<file path="src/rtl/decoder_pkg.sv">
// Shared constants, parity function and pipeline bundle for the
// 7-bit data / 12-bit codeword parity decoder.
package decoder_pkg;

   localparam int DATA_W = 7;
   localparam int CODE_W = 12;
   localparam int SYN_W  = 5;

   localparam int P7_IDX  = 7;
   localparam int P8_IDX  = 8;
   localparam int P9_IDX  = 9;
   localparam int P10_IDX = 10;
   localparam int P11_IDX = 11;

   // Returns {p11,p10,p9,p8,p7}; p9 and p10 are the same equation.
   function automatic logic [SYN_W-1:0] parity_of(
      input logic [DATA_W-1:0] b
   );
      logic p7, p8, p9, p11;
      p7  = b[0] ^ b[1] ^ b[5] ^ b[6];
      p8  = b[0] ^ b[2] ^ b[4] ^ b[5];
      p9  = b[0] ^ b[1] ^ b[3] ^ b[5] ^ b[6];
      p11 = b[1] ^ b[3] ^ b[5] ^ b[6];
      return {p11, p9, p9, p8, p7};
   endfunction

   typedef struct packed {
      logic [DATA_W-1:0] b;
      logic [SYN_W-1:0]  syn;
      logic              err;
      logic              dup_err;
   } s2_t;

endpackage

</file>
<file path="src/rtl/decoder_if.sv">
// Input codeword stream and output result stream of the decoder.
interface decoder_if;
   import decoder_pkg::*;

   logic              in_valid;
   logic              in_ready;
   logic [CODE_W-1:0] in_c;

   logic              out_valid;
   logic              out_ready;
   logic [DATA_W-1:0] out_b;
   logic [SYN_W-1:0]  out_syn;
   logic              out_err;
   logic              out_dup_err;

   modport master (
      output in_valid, in_c, out_ready,
      input  in_ready, out_valid, out_b,
      input  out_syn, out_err, out_dup_err
   );

   modport slave (
      input  in_valid, in_c, out_ready,
      output in_ready, out_valid, out_b,
      output out_syn, out_err, out_dup_err
   );

endinterface

</file>
<file path="src/rtl/decoder_syndrome_calc.sv">
// Combinational syndrome and error flags for one received codeword.
module syndrome_calc
   import decoder_pkg::*;
(
   input  logic [CODE_W-1:0] i_c,
   output logic [SYN_W-1:0]  o_syn,
   output logic              o_err,
   output logic              o_dup_err
);

   logic [SYN_W-1:0] w_rx_par;
   logic [SYN_W-1:0] w_calc_par;

   assign w_rx_par = {i_c[P11_IDX], i_c[P10_IDX], i_c[P9_IDX],
                      i_c[P8_IDX], i_c[P7_IDX]};

   assign w_calc_par = parity_of(i_c[DATA_W-1:0]);

   assign o_syn     = w_rx_par ^ w_calc_par;
   assign o_err     = |o_syn;
   assign o_dup_err = i_c[P9_IDX] ^ i_c[P10_IDX];

endmodule

</file>
<file path="src/rtl/decoder.sv">
// Two-stage detect-only parity decoder with valid/ready backpressure
// and a saturating error counter with sticky flag.
module decoder
   import decoder_pkg::*;
#(
   parameter int CNT_W = 16
) (
   input  logic             clk,
   input  logic             rst,
   input  logic             clr,
   decoder_if.slave         bus,
   output logic [CNT_W-1:0] err_cnt,
   output logic             err_sticky
);

   localparam logic [CNT_W-1:0] CNT_MAX = '1;

   logic              r_s1_valid;
   logic [CODE_W-1:0] r_s1_c;
   logic              r_s2_valid;
   s2_t               r_s2;
   logic [CNT_W-1:0]  r_cnt;
   logic              r_sticky;

   logic              w_s2_adv;
   logic              w_s1_adv;
   logic              w_err_xfer;
   logic [SYN_W-1:0]  w_syn;
   logic              w_err;
   logic              w_dup_err;

   // in_ready follows out_ready combinationally through both stages.
   assign w_s2_adv = !r_s2_valid || bus.out_ready;
   assign w_s1_adv = !r_s1_valid || w_s2_adv;

   assign bus.in_ready = w_s1_adv;

   syndrome_calc u_syn (
      .i_c       (r_s1_c),
      .o_syn     (w_syn),
      .o_err     (w_err),
      .o_dup_err (w_dup_err)
   );

   always_ff @(posedge clk) begin
      if (rst) begin
         r_s1_valid <= 1'b0;
         r_s1_c     <= '0;
      end else if (w_s1_adv) begin
         r_s1_valid <= bus.in_valid;
         if (bus.in_valid)
            r_s1_c <= bus.in_c;
      end
   end

   always_ff @(posedge clk) begin
      if (rst) begin
         r_s2_valid <= 1'b0;
         r_s2       <= '0;
      end else if (w_s2_adv) begin
         r_s2_valid <= r_s1_valid;
         if (r_s1_valid) begin
            r_s2.b       <= r_s1_c[DATA_W-1:0];
            r_s2.syn     <= w_syn;
            r_s2.err     <= w_err;
            r_s2.dup_err <= w_dup_err;
         end
      end
   end

   assign w_err_xfer = r_s2_valid && bus.out_ready && r_s2.err;

   // clr wins over a same-cycle error transfer; that word is dropped.
   always_ff @(posedge clk) begin
      if (rst || clr) begin
         r_cnt    <= '0;
         r_sticky <= 1'b0;
      end else if (w_err_xfer) begin
         r_sticky <= 1'b1;
         if (r_cnt != CNT_MAX)
            r_cnt <= r_cnt + 1'b1;
      end
   end

   assign bus.out_valid   = r_s2_valid;
   assign bus.out_b       = r_s2.b;
   assign bus.out_syn     = r_s2.syn;
   assign bus.out_err     = r_s2.err;
   assign bus.out_dup_err = r_s2.dup_err;

   assign err_cnt    = r_cnt;
   assign err_sticky = r_sticky;

endmodule

</file>
<file path="src/flat_wrapper.sv">
// flat-port wrapper written by rule: the top's interface ports become plain ports
module decoder_flat import decoder_pkg::*;
#(
   parameter int CNT_W = 16
)
  (clk, rst, clr, err_cnt, err_sticky, bus_in_valid, bus_in_c, bus_out_ready, bus_in_ready, bus_out_valid, bus_out_b, bus_out_syn, bus_out_err, bus_out_dup_err);
  decoder_if bus_i ();
  input  logic clk;
  input  logic rst;
  input  logic clr;
  output logic [CNT_W-1:0] err_cnt;
  output logic err_sticky;
  input wire logic [$bits(bus_i.in_valid)-1:0] bus_in_valid;
  input wire logic [$bits(bus_i.in_c)-1:0] bus_in_c;
  input wire logic [$bits(bus_i.out_ready)-1:0] bus_out_ready;
  output wire logic [$bits(bus_i.in_ready)-1:0] bus_in_ready;
  output wire logic [$bits(bus_i.out_valid)-1:0] bus_out_valid;
  output wire logic [$bits(bus_i.out_b)-1:0] bus_out_b;
  output wire logic [$bits(bus_i.out_syn)-1:0] bus_out_syn;
  output wire logic [$bits(bus_i.out_err)-1:0] bus_out_err;
  output wire logic [$bits(bus_i.out_dup_err)-1:0] bus_out_dup_err;
  assign bus_i.in_valid = bus_in_valid;
  assign bus_i.in_c = bus_in_c;
  assign bus_i.out_ready = bus_out_ready;
  assign bus_in_ready = bus_i.in_ready;
  assign bus_out_valid = bus_i.out_valid;
  assign bus_out_b = bus_i.out_b;
  assign bus_out_syn = bus_i.out_syn;
  assign bus_out_err = bus_i.out_err;
  assign bus_out_dup_err = bus_i.out_dup_err;
  decoder #(.CNT_W(CNT_W)) u_core (.clk(clk), .rst(rst), .clr(clr), .bus(bus_i), .err_cnt(err_cnt), .err_sticky(err_sticky));
endmodule
</file>
<file path="config.mk">
export PLATFORM = sky130hd
export DESIGN_NAME = decoder_flat
export DESIGN_NICKNAME = d
export VERILOG_FILES = /design/src/rtl/decoder_pkg.sv /design/src/rtl/decoder_if.sv /design/src/rtl/decoder_syndrome_calc.sv /design/src/rtl/decoder.sv /design/src/flat_wrapper.sv
export SDC_FILE = /design/constraint.sdc
export NUM_CORES = 1
export LEC_CHECK = 0
export CAP_MARGIN = 20
export CORE_MARGIN = 3
export CORE_UTILIZATION = 49
export DETAILED_ROUTE_END_ITERATION = 7
export GPL_TIMING_DRIVEN = 0
export PLACE_DENSITY = 0.84
export RECOVER_POWER = 25
export SLEW_MARGIN = 0
export SYNTH_ARGS = -nofsm -noshare
export SYNTH_HDL_FRONTEND = slang
export SYNTH_HIERARCHICAL = 1
export SYNTH_SLANG_ARGS = --single-unit
</file>
<file path="constraint.sdc">
create_clock -name clk -period 2.4 [get_ports clk]
set_input_delay 0.48 -clock clk [delete_from_list [all_inputs] [get_ports clk]]
set_output_delay 0.48 -clock clk [all_outputs]
set_load 0.02 [all_outputs]
</file>
==> flow_summary.json <==
{
  "worst_hold_slack_ns": 0.4549,
  "slowest_stage": "clkdlybuf4s50_1",
  "async_reset_ff_frac": 0,
  "critPathMostFrequentCell": "clkdlybuf4s50_1",
  "cts_buffer_depth": 2,
  "ctsResizeCount": 0,
  "crit_fanout": 4,
  "n_antenna_cell": 0,
  "fin_crit_sh": 0.9647,
  "min_period_ns": 2.315,
  "worstPathArrival_ns": 1.84,
  "final-hold-violation-count": 0,
  "grt_overflow": 0,
  "path_clk_slew_ns": 0.08,
  "cp.buffers_inverters": 2,
  "wl_per_cell_microns": 13.98,
  "core_area_sq_um": 3854,
  "cts_htree_levels": 2,
  "initial_core_util": 0.5331,
  "crit_path_cell_trace": "clkdlybuf4s50_1 -> nand3b_1 -> clkdlybuf4s50_1",
  "critPathLaunchType": "primary input",
  "synthCells": 245,
  "worstMarginPinSlew_ns": 0.5618,
  "n_fill_cell": 326,
  "synthesis.nets": 263,
  "totalWireLength_microns": 4894,
  "fin_skew_ns": 0.003373,
  "hold_class": "reg -> reg",
  "end_kind": "output pin",
  "first_pass_iters": 4,
  "drtAntennaViolNets": 0,
  "drive_gt1_frac": 0.05960,
  "yosysSeqAreaShare": 0.4385,
  "grt_pass1_wl_microns": 8176,
  "synthTopCellsByArea": "dfxtp_1, a21oi_1, nand2_1, nand3_1, xnor3_1",
  "regArea_sq_um": 900.9,
  "yosys.area.top_type_share": 0.4385,
  "hpwl_microns": 3533,
  "synth-edff-count": 0,
  "insertion_delay_ns": 0.29,
  "grt_pass1_vias": 1852,
  "remaining_drc_errors": 0,
  "viasPerCell": 5.777,
  "vias": 2022,
  "critPathKind": "in -> out",
  "dp.cells": 342,
  "numCtsBuffers": 5,
  "slew_headroom": 0.6255,
  "row_count": 22,
  "stdcell_count": 350,
  "drtIter0Drc": 133,
  "yosys_warnings": 6,
  "p_total_mw": 1.446,
  "fmax_ghz": 0.4319,
  "area_growth_syn_to_layout_pct": 30.82,
  "synth.most_common_cell": "nand2_1",
  "synth-seq-cells": 45,
  "final_nets": 319,
  "fin_area_sq_um": 2688,
  "max-cap-violations": 0,
  "status": "complete, no violations",
  "grt_util_all_layers": 0.1968,
  "slowest_delay_ns": 0.63,
  "synth.distinct_cells": 40,
  "cts_tree": "done",
  "syn_area_per_cell_sq_um": 8.386,
  "place_congestion": 0.7943,
  "synthFlopType": "dfxtp_1",
  "rsz0062_at_grt": "false",
  "synth_top_area_cell": "dfxtp_1",
  "drv_slew": 0,
  "cts_root_buf": "clkbuf_8",
  "multi_input_area_sq_um": 1091,
  "cp_data_required_time_ns": 1.92,
  "syn-cell-area_sq_um": 2054,
  "p_leak_nw": 0.9555,
  "die_area_sq_um": 5006,
  "antenna_found_initial": 0,
  "num_io_pins": 50,
  "cts_sinks": 45,
  "die_h_microns": 70.75,
  "cellPowerDensity_nw_per_um2": 538.1,
  "synth_common_cells": "nand2_1, dfxtp_1, a21oi_1, nand3_1",
  "die_w_microns": 70.75,
  "ir_drop_mv": 0.3852,
  "place_area_sq_um": 2605,
  "path_delay_family": "buffers and inverters",
  "setup_viol": 0,
  "numPortBuffers": 49,
  "grt_max_degree": 15
}
[per-stage QoR]
stage               setup slack, ns    util  setup TNS (ns)
global placement            -0.3634  0.6760         -0.3634
finish                      0.08472  0.6974               0
CTS                         0.09919  0.6987               0
global route                0.03597  0.6974               0
detailed placement          -0.4006  0.6760         -0.4006
floorplan                    0.7113       -               0
[state kept, by name, summed over array words and instances (netlist names)]
name and count:
u_core/r_s1_c 12, u_core/r_s1_valid 1, u_core/bus.out_syn 5, u_core/err_cnt 16, u_core/bus.out_dup_err 1, u_core/bus.out_err 1
u_core/err_sticky 1, u_core/bus.out_b 7, u_core/bus.out_valid 1
[path summary, 6_finish.rpt]
path                        start             endpoint  slack (ns)  cells after the start
max                 bus_out_ready         bus_in_ready        0.08                      3
min           u_core/bus.out_b[1]  u_core/bus.out_b[1]        0.45                      2
max reg2reg  u_core/bus.out_valid   u_core/err_cnt[10]        0.54                      5
min reg2reg   u_core/bus.out_b[1]  u_core/bus.out_b[1]        0.45                      2
[kinds of logic (layout without fill, tap and decap cells)]
kind of cell | after synthesis | count (layout) | share of synthesized area
xor+xnor | 14 | 14 | 0.08039
flops | 45 | 45 | 0.4385
compound gates | 59 | 59 | 0.1687
fa+ha+maj | 1 | 1 | 0.006089
buf+inv | 15 | 72 | 0.03045
simple gates | 111 | 111 | 0.2759
[worst register-to-register path, delay by kind of cell (launching register included)]
| kind | cells | cell delay (ns) |
|---|---|---|
| compound gates | 2 | 0.49 |
| buf+inv | 1 | 0.37 |
| flops | 1 | 0.40 |
| simple gates | 2 | 0.47 |
[layout make-up]
type / count / share of cell area
Buffer: 12 / 0.01862
Clock buffer: 7 / 0.02840
Multi-Input combinational cell: 185 / 0.4060
Tap cell: 48 / 0.02235
Sequential cell: 45 / 0.3352
Timing Repair Buffer: 50 / 0.1839
Clock inverter: 1 / 0.002793
Inverter: 2 / 0.002793
[cells in the final DEF, fill, tap and decap left out, types with 2 or more instances in the layout]
cell type,count
nand2_1,49
dfxtp_1,45
a21oi_1,38
clkdlybuf4s50_1,37
nand3_1,19
clkbuf_1,12
dlygate4sd3_1,12
nor2_1,9
o21ai_0,6
clkbuf_8,5
nand4_1,5
o31ai_1,5
nor3_1,5
xor2_1,5
xnor2_1,5
nand3b_1,3
o311ai_0,3
o41ai_1,3
or4_1,3
or3_1,3
nor2b_1,2
and3_2,2
and4_1,2
inv_1,2
xnor2_2,2
xnor3_1,2
[power by group]
part           total, mW  switching, mW  internal, mW
combinational      0.203          0.105        0.0980
clock              0.451          0.245         0.206
sequential         0.793         0.0216         0.771
[per-layer routing]
| layer | share of wire | global-route usage | vias up | wire [microns] |
|---|---|---|---|---|
| met2 | 0.51 | 0.3532 | 60 | 2473 |
| li1 | - | - | 994 | - |
| met3 | 0.051 | 0.04261 | 4 | 249 |
| met4 | 0.0074 | 0.06263 | 0 | 36 |
| met1 | 0.44 | 0.2324 | 964 | 2135 |
| met5 | 0 | 0 | - | 0 |
[timing repair]
item | CTS | global route
setup buffers | 1 | 0
hold buffers | 0 | 0
setup endpoints to repair | 1 | 0
Note: power is estimated with default switching activity, not from simulation.
